### src/rtl/mem_master_pkg.sv
// rtl/mem_master_pkg.sv - shared FSM states, status codes and range helper for mem_master
package mem_master_pkg;

  typedef enum logic [1:0] {
    IDLE   = 2'd0,
    ISSUE  = 2'd1,
    WAIT   = 2'd2,
    RESULT = 2'd3
  } state_e;

  localparam logic [1:0] ST_OK       = 2'b00;
  localparam logic [1:0] ST_ADDR_ERR = 2'b01;
  localparam logic [1:0] ST_TIMEOUT  = 2'b10;

  // Compared at 64 bits so a MEM_SIZE covering the whole address space never flags an error.
  function automatic logic addr_out_of_range(input longint unsigned addr,
                                             input longint unsigned mem_size);
    return addr >= mem_size;
  endfunction

endpackage

### src/rtl/mem_cmd_fifo.sv
// rtl/mem_cmd_fifo.sv - 2-entry command FIFO with push/pop/full/empty
module mem_cmd_fifo #(
  parameter int W = 41
) (
  input  logic         clk,
  input  logic         reset,
  input  logic         push_i,
  input  logic [W-1:0] din_i,
  input  logic         pop_i,
  output logic [W-1:0] dout_o,
  output logic         full_o,
  output logic         empty_o
);

  logic [W-1:0] mem_q [2];
  logic         wr_ptr_q;
  logic         rd_ptr_q;
  logic [1:0]   count_q;
  logic         push_ok;
  logic         pop_ok;

  assign full_o  = (count_q == 2'd2);
  assign empty_o = (count_q == 2'd0);
  assign push_ok = push_i && !full_o;
  assign pop_ok  = pop_i && !empty_o;
  assign dout_o  = mem_q[rd_ptr_q];

  // Storage, pointers and occupancy; push and pop in one cycle leave occupancy unchanged.
  always_ff @(posedge clk or negedge reset) begin
    if (!reset) begin
      mem_q[0] <= '0;
      mem_q[1] <= '0;
      wr_ptr_q <= 1'b0;
      rd_ptr_q <= 1'b0;
      count_q  <= 2'd0;
    end else begin
      if (push_ok) begin
        mem_q[wr_ptr_q] <= din_i;
        wr_ptr_q        <= ~wr_ptr_q;
      end
      if (pop_ok) begin
        rd_ptr_q <= ~rd_ptr_q;
      end
      count_q <= count_q + {1'b0, push_ok} - {1'b0, pop_ok};
    end
  end

endmodule

### src/rtl/mem_master.sv
// rtl/mem_master.sv - command-driven bus initiator for the single-port memory slave
module mem_master
  import mem_master_pkg::*;
#(
  parameter int ADDR_WIDTH = 8,
  parameter int DATA_WIDTH = 32,
  parameter int MEM_SIZE   = 16,
  parameter int TIMEOUT    = 15
) (
  input  logic                  clk,
  input  logic                  reset,
  input  logic                  cmd_valid,
  output logic                  cmd_ready,
  input  logic                  cmd_wr,
  input  logic [ADDR_WIDTH-1:0] cmd_addr,
  input  logic [DATA_WIDTH-1:0] cmd_wdata,
  output logic                  res_valid,
  input  logic                  res_ready,
  output logic [DATA_WIDTH-1:0] res_rdata,
  output logic [1:0]            res_status,
  output logic                  mem_en,
  output logic                  mem_wr,
  output logic [ADDR_WIDTH-1:0] mem_addr,
  output logic [DATA_WIDTH-1:0] mem_wdata,
  input  logic                  mem_response,
  input  logic [DATA_WIDTH-1:0] mem_rdata
);

  typedef struct packed {
    logic                  wr;
    logic [ADDR_WIDTH-1:0] addr;
    logic [DATA_WIDTH-1:0] wdata;
  } cmd_t;

  state_e                state_q, state_d;
  logic [7:0]            cnt_q, cnt_d;
  logic                  mem_wr_q, mem_wr_d;
  logic [ADDR_WIDTH-1:0] mem_addr_q, mem_addr_d;
  logic [DATA_WIDTH-1:0] mem_wdata_q, mem_wdata_d;
  logic [DATA_WIDTH-1:0] res_rdata_q, res_rdata_d;
  logic [1:0]            res_status_q, res_status_d;
  cmd_t                  fifo_din;
  cmd_t                  head;
  logic                  fifo_full;
  logic                  fifo_empty;
  logic                  fifo_pop;

  assign fifo_din = '{wr: cmd_wr, addr: cmd_addr, wdata: cmd_wdata};

  mem_cmd_fifo #(.W($bits(cmd_t))) u_fifo (
    .clk     (clk),
    .reset   (reset),
    .push_i  (cmd_valid && cmd_ready),
    .din_i   (fifo_din),
    .pop_i   (fifo_pop),
    .dout_o  (head),
    .full_o  (fifo_full),
    .empty_o (fifo_empty)
  );

  // Reset gates ready so every output reads 0 while reset is held.
  assign cmd_ready  = reset && !fifo_full;
  assign mem_en     = (state_q == ISSUE);
  assign res_valid  = (state_q == RESULT);
  assign mem_wr     = mem_wr_q;
  assign mem_addr   = mem_addr_q;
  assign mem_wdata  = mem_wdata_q;
  assign res_rdata  = res_rdata_q;
  assign res_status = res_status_q;

  // State, wait counter, held bus fields and the pending result.
  always_ff @(posedge clk or negedge reset) begin
    if (!reset) begin
      state_q      <= IDLE;
      cnt_q        <= 8'd0;
      mem_wr_q     <= 1'b0;
      mem_addr_q   <= '0;
      mem_wdata_q  <= '0;
      res_rdata_q  <= '0;
      res_status_q <= ST_OK;
    end else begin
      state_q      <= state_d;
      cnt_q        <= cnt_d;
      mem_wr_q     <= mem_wr_d;
      mem_addr_q   <= mem_addr_d;
      mem_wdata_q  <= mem_wdata_d;
      res_rdata_q  <= res_rdata_d;
      res_status_q <= res_status_d;
    end
  end

  // Next state: pop and range-check, one-cycle strobe, wait with response priority, hand off result.
  always_comb begin
    state_d      = state_q;
    cnt_d        = cnt_q;
    mem_wr_d     = mem_wr_q;
    mem_addr_d   = mem_addr_q;
    mem_wdata_d  = mem_wdata_q;
    res_rdata_d  = res_rdata_q;
    res_status_d = res_status_q;
    fifo_pop     = 1'b0;
    unique case (state_q)
      IDLE: begin
        if (!fifo_empty) begin
          fifo_pop = 1'b1;
          if (addr_out_of_range(64'(head.addr), 64'(MEM_SIZE))) begin
            res_status_d = ST_ADDR_ERR;
            res_rdata_d  = '0;
            state_d      = RESULT;
          end else begin
            mem_wr_d    = head.wr;
            mem_addr_d  = head.addr;
            mem_wdata_d = head.wdata;
            state_d     = ISSUE;
          end
        end
      end
      ISSUE: begin
        cnt_d   = 8'd0;
        state_d = WAIT;
      end
      WAIT: begin
        if (mem_response) begin
          res_status_d = ST_OK;
          res_rdata_d  = mem_wr_q ? '0 : mem_rdata;
          state_d      = RESULT;
        end else if (cnt_q == 8'(TIMEOUT - 1)) begin
          cnt_d        = cnt_q + 8'd1;
          res_status_d = ST_TIMEOUT;
          res_rdata_d  = '0;
          state_d      = RESULT;
        end else begin
          cnt_d = cnt_q + 8'd1;
        end
      end
      RESULT: begin
        if (res_ready) begin
          state_d = IDLE;
        end
      end
      default: state_d = IDLE;
    endcase
  end

endmodule

### config.mk
export PLATFORM = sky130hd
export DESIGN_NAME = mem_master
export DESIGN_NICKNAME = d
export VERILOG_FILES = /design/src/rtl/mem_master_pkg.sv /design/src/rtl/mem_cmd_fifo.sv /design/src/rtl/mem_master.sv
export SDC_FILE = /design/constraint.sdc
export NUM_CORES = 1
export LEC_CHECK = 0
export ABC_AREA = 1
export CAP_MARGIN = 20
export CORE_MARGIN = 2
export CORE_UTILIZATION = 56
export DETAILED_ROUTE_END_ITERATION = 12
export GPL_ROUTABILITY_DRIVEN = 0
export PLACE_DENSITY_LB_ADDON = 0.15
export SLEW_MARGIN = 20
export SYNTH_ARGS = -nofsm -noshare
export SYNTH_HDL_FRONTEND = slang
export SYNTH_HIERARCHICAL = 1
export SYNTH_SLANG_ARGS = --single-unit
### constraint.sdc
create_clock -name clk -period 6.15 [get_ports clk]
set_clock_uncertainty 0.05 [all_clocks]
set_input_delay 0.9225 -clock clk [delete_from_list [all_inputs] [get_ports clk]]
set_output_delay 0.9225 -clock clk [all_outputs]
set_load 0.005 [all_outputs]
==> Yosys cells after proc, flatten, opt, wreduce, memory -nomap -nowiden <==
Index checks and enable logic that the tools add are counted.
{ "totals": {"reg_bits": 171, "in_bits": 78, "out_inout_bits": 78, "wordCells": 77} }
{ "op_classes": {"add_sub_neg": 3, "order_cmp": 4, "eq_ne": 10, "n_mux": 27, "bitwise_logic": 6, "n_reduce_logical": 15} }
{ "ops": {"columns": ["operator", "count"], "rows": [
  ["$mux W41", 4],
  ["$mux W32", 5],
  ["$bwmux W82", 1],
  ["$pmux W32 S2", 1],
  ["$demux W41 S1", 1],
  ["$mux W2", 9],
  ["$pmux W8 S2", 1],
  ["$add A8 B1 Y8 const B", 1],
  ["$eq A8 B4 Y1 const B", 1],
  ["$ge A8 B5 Y1 const B", 1],
  ["$mux W8", 1],
  ["$pmux W2 S4", 1],
  ["$eq A2 B2 Y1 const B", 3],
  ["$ne A2 B2 Y1 const B", 3],
  ["$reduce_and A3 Y1", 2],
  ["$logic_and A1 B1 Y1", 5],
  ["$ge A2 B2 Y1 const B", 2],
  ["$logic_not A2 Y1", 2],
  ["$not A1 Y1", 4],
  ["$not A1 Y2", 2],
  ["$pmux W2 S2", 1],
  ["$reduce_and A4 Y1", 1],
  ["$reduce_bool A2 Y1", 2],
  ["$ne A3 B3 Y1 const B", 1],
  ["other kinds (8)", 10]
]} }

==> Logic depth before layout (Yosys ltp) <==
{ "depth": {"depth_word": 8, "mapped_depth": 14, "depth_no_buf": 12} }

==> By module <==
The synthesis kept the hierarchy.
{ "modules_own_cells": {"columns": ["mod", "instances", "cells_per_inst", "area_per_inst_um2", "seq_area_each_um2"], "rows": [
  ["mem_cmd_fifo", 1, 528, 4101.4, 2152.1],
  ["mem_master", 1, 487, 3991.3, 2127.0]
]} }

==> Worst setup path before layout <==
No wires, ideal clock.
{ "synth_timing": {"path_kind": "input port to flip-flop", "start": "in reset", "end": "reg u_fifo.count_q[1]", "setup_ps": 116, "t_arrival_ps": 2203, "required_time_ps": 5984, "setup_slack_ps": 3781, "path_stages": 10, "path_buffers": 1, "path_cell_list": "inv_1 nor3b_1 buf_2 nand2_1 ha_1 inv_1 ha_1 inv_1 nand2_1 nand2_1"} }
{ "synth_between": {"elab_chain_len": 5} }
{ "synth_lines": {"columns": ["item", "line", "rtl"], "rows": [
  ["start, declared", "mem_master.sv:11", "input logic reset,"],
  ["$logic_and A1 B1 Y1", "mem_master.sv:62", "assign cmd_ready = reset && !fifo_full;"],
  ["$logic_and A1 B1 Y1", "mem_master.sv:53", ".push_i (cmd_valid && cmd_ready),"],
  ["$logic_and A1 B1 Y1", "mem_cmd_fifo.sv:24", "assign push_ok = push_i && !full_o;"],
  ["$add A2 B1 Y2", "mem_cmd_fifo.sv:44", "count_q <= count_q + {1'b0, push_ok} - {1'b0, pop_ok};"],
  ["$sub A2 B1 Y2", "mem_cmd_fifo.sv:44", null],
  ["end signal, assigned", "mem_cmd_fifo.sv:44", null],
  ["end, declared", "mem_cmd_fifo.sv:18", "logic [1:0] count_q;"]
]} }
Every way passes these cells.
A chain may end at the register's enable or synchronous reset.

==> results.cfg <==
[cells_and_area]
stdcell_count = 1319
layout-drive-gt1-share = 0.0509
nFillCells = 1116
num-nets-final = 1214
area_delta_synth_final_pct = 24.4
num_antenna_cells = 0

[synth]
synth.top_cell.area_share = 0.529
synthArstFlopShare = 1.00
syn_nets = 1102
synthXorXnorAreaFrac = 0
synth.area.top_cells = dfrtp_1, nand2_1, nand4_1
synth_warnings = 6
synthAdderAreaFrac = 0.0139
synth_edf_count = 0
synth-compound-area-share = 0.00634
synthCells = 1015
synth_flop_cell = dfrtp_1
yosys.area_share.simple = 0.365
yosysSeqAreaShare = 0.529
yosysTopAreaCell = dfrtp_1
yosys-top-cells-count = nand2_1, dfrtp_1, nand4_1
syn_avg_cell_area_sq_um = 7.97
muxShareOfSynthArea = 0
ys_seq_elements = 171
yosysMostFrequentCell = nand2_1
synth_area_sq_mm = 0.00809
ys_types = 26
synth_top_family_by_area = simple AND/OR/NAND/NOR gates

[drt]
vias_per_cell = 5.35
drtIter0Drc = 698
routed_wl_um = 19500
drc = 0
vias = 7058
detail-route-antenna-nets = 0
wire_per_inst_um = 14.8
drtPass1Iterations = 5

[power]
power_density_mw_per_mm2 = 481
static-leakage-power_nw = 5.36
fin_total_pwr_mw = 4.85
ir_drop_v = 0.000256

[sta]
fin_crit_ps = 4120
finalSetupViolations = 0
tightest_slew_ps = 988
postLayoutSetupSlackWorst_ps = 2030
hold_viol = 0
slew_violations = 0
rsz0062_at_grt = false
hold_slack_ps = 372
fin_tns_setup_ps = 0
fmax_mhz = 243
relSlewSlack = 0.341
fin_crit_sh = 0.670

[worst_setup_path]
crit_path_cell_trace = buf_4, clkinv_1, buf_4, nand2_1, nand2_1, nor2_1, nand3_2, inv_2, nand2_1, nand2_1
critical_path.top_delay_family = buffers and inverters
path_class = flop to flop
crit_arrival_ps = 4430
path_max_fanout = 43
slowest_delay_ps = 890
cp_num_buf_inv = 4
critPathRequiredTime_ps = 6460
r2r-start = u_fifo/rd_ptr_q$_DFFE_PN0P_
crit_path_end_kind = flop
start_kind = flop
crit_top_cell = nand2_1
slowest_stage = inv_2
startpoint = u_fifo/rd_ptr_q$_DFFE_PN0P_

[clocking]
clkLatencyLatePin_ps = 420
cts_sinks = 171
clock-root-buffer = clkbuf_16
htree_levels = 4
clk_transition_reported_paths_ps = 60
cts_buffer_depth = 2
post_cts_resized = 0
cts_hold_buf = 0
tritoncts = built
numCtsBuffers = 17
cts_setup_buffers = 0

[floorplanning]
die_y_um = 124
dieArea_sq_mm = 0.0154
core_sq_mm = 0.0140
ios = 156
rows = 43
initial_utilization = 0.579
die_x_um = 124

[worst_hold_path]
hp-class = input pin to async pin

[grt]
grt_max_degree = 87
gr-usage-all-layers = 0.261
grt_pass1_wl_um = 33300
grt_pass1_vias = 6638
antenna_found_initial = 0
overflow = 0

[placed_design]
dp.cells = 1288
place_ws_ps = 1990
dp_hpwl_um = 11700
io_buffers = 155

[run]
drv_cap = 0

[outcome]
outcome = complete, no violations
kinds of logic after synthesis:
group | after synthesis
AO/OA/AOI/OAI | 10
adder cells (fa/ha/maj) | 9
buffers and inverters | 133
flip-flops | 171
AND/OR/NAND/NOR | 692
path summary, 6_finish.rpt:
path                                                     end  slack [ps]  cells after the start
worst min register to register      res_rdata[5]$_DFFE_PN0P_         420                      2
worst min-delay path                    cnt_q[0]$_DFFE_PN0P_         370                      1
worst max register to register     mem_wdata[20]$_DFFE_PN0P_        2030                     10
min in group clk                    res_rdata[5]$_DFFE_PN0P_         420                      2
worst max-delay path               mem_wdata[20]$_DFFE_PN0P_        2030                     10
max in group asynchronous       u_fifo/mem_q[57]$_DFFE_PN0P_        3760                      3
routing by layer:
metal	wire length (um)	track usage	part of all wire
met2	9250	0.397	0.47
met1	8820	0.382	0.45
met5	0	0	0
met4	275	0.0760	0.014
met3	1200	0.0534	0.061
registers in the layout, indices dropped and copies added, names as in the netlist:
name	cells
cnt_q	8
mem_addr	8
u_fifo/count_q	2
u_fifo/rd_ptr_q	1
res_status	2
mem_wdata	32
res_rdata	32
u_fifo/wr_ptr_q	1
u_fifo/mem_q	82
state_q	2
mem_wr	1
report_power, final:
part           total, mW  switching, mW  leakage (nW)  internal [mW]
Sequential          1.89          0.302          2.21           1.58
Clock               1.05          0.418         0.281          0.629
Combinational       1.91           1.15          2.87          0.762
Total               4.85           1.87          5.36           2.98
worst register-to-register path, stage by stage (launching register included):
cell,delay (ps)
dfrtp_2,340
buf_4,420
clkinv_1,680
buf_4,460
nand2_1,90
nand2_1,50
nor2_1,160
nand3_2,680
inv_2,900
nand2_1,160
nand2_1,90
per-stage QoR:
step	utilization	cell area, sq um
after global routing	0.720	10100
after detailed placement	0.679	9490
after global placement	0.679	9490
final	0.720	10100
after floorplan	-	8090
after CTS	0.719	10100
cell type report:
cell class / instances / area, sq um / area share
inverter: 64 / 243 / 0.0241
clock inverter: 6 / 87.6 / 0.00870
sequential: 171 / 4280 / 0.425
clock buffer: 25 / 485 / 0.0482
timing repair buffer: 162 / 1610 / 0.159
multi-input combinational: 711 / 3140 / 0.312
tap: 180 / 225 / 0.0224
cell usage in the layout (no fill, tap or decap), types with 2 or more instances in the layout:
cell / instances
o21ai_0: 4
a21oi_1: 5
bufinv_16: 2
clkbuf_8: 3
inv_2: 7
clkinv_2: 2
dfrtp_1: 169
nand4_1: 119
clkbuf_1: 5
buf_4: 7
ha_1: 9
nor2_2: 2
clkdlybuf4s50_1: 154
nand3_1: 6
nor2_1: 43
dfrtp_2: 2
inv_1: 55
nand3_2: 3
clkinv_4: 2
nand2_1: 507
nand2_2: 6
nor3_1: 3
clkbuf_16: 17
Power figures use the tool's default switching activity.
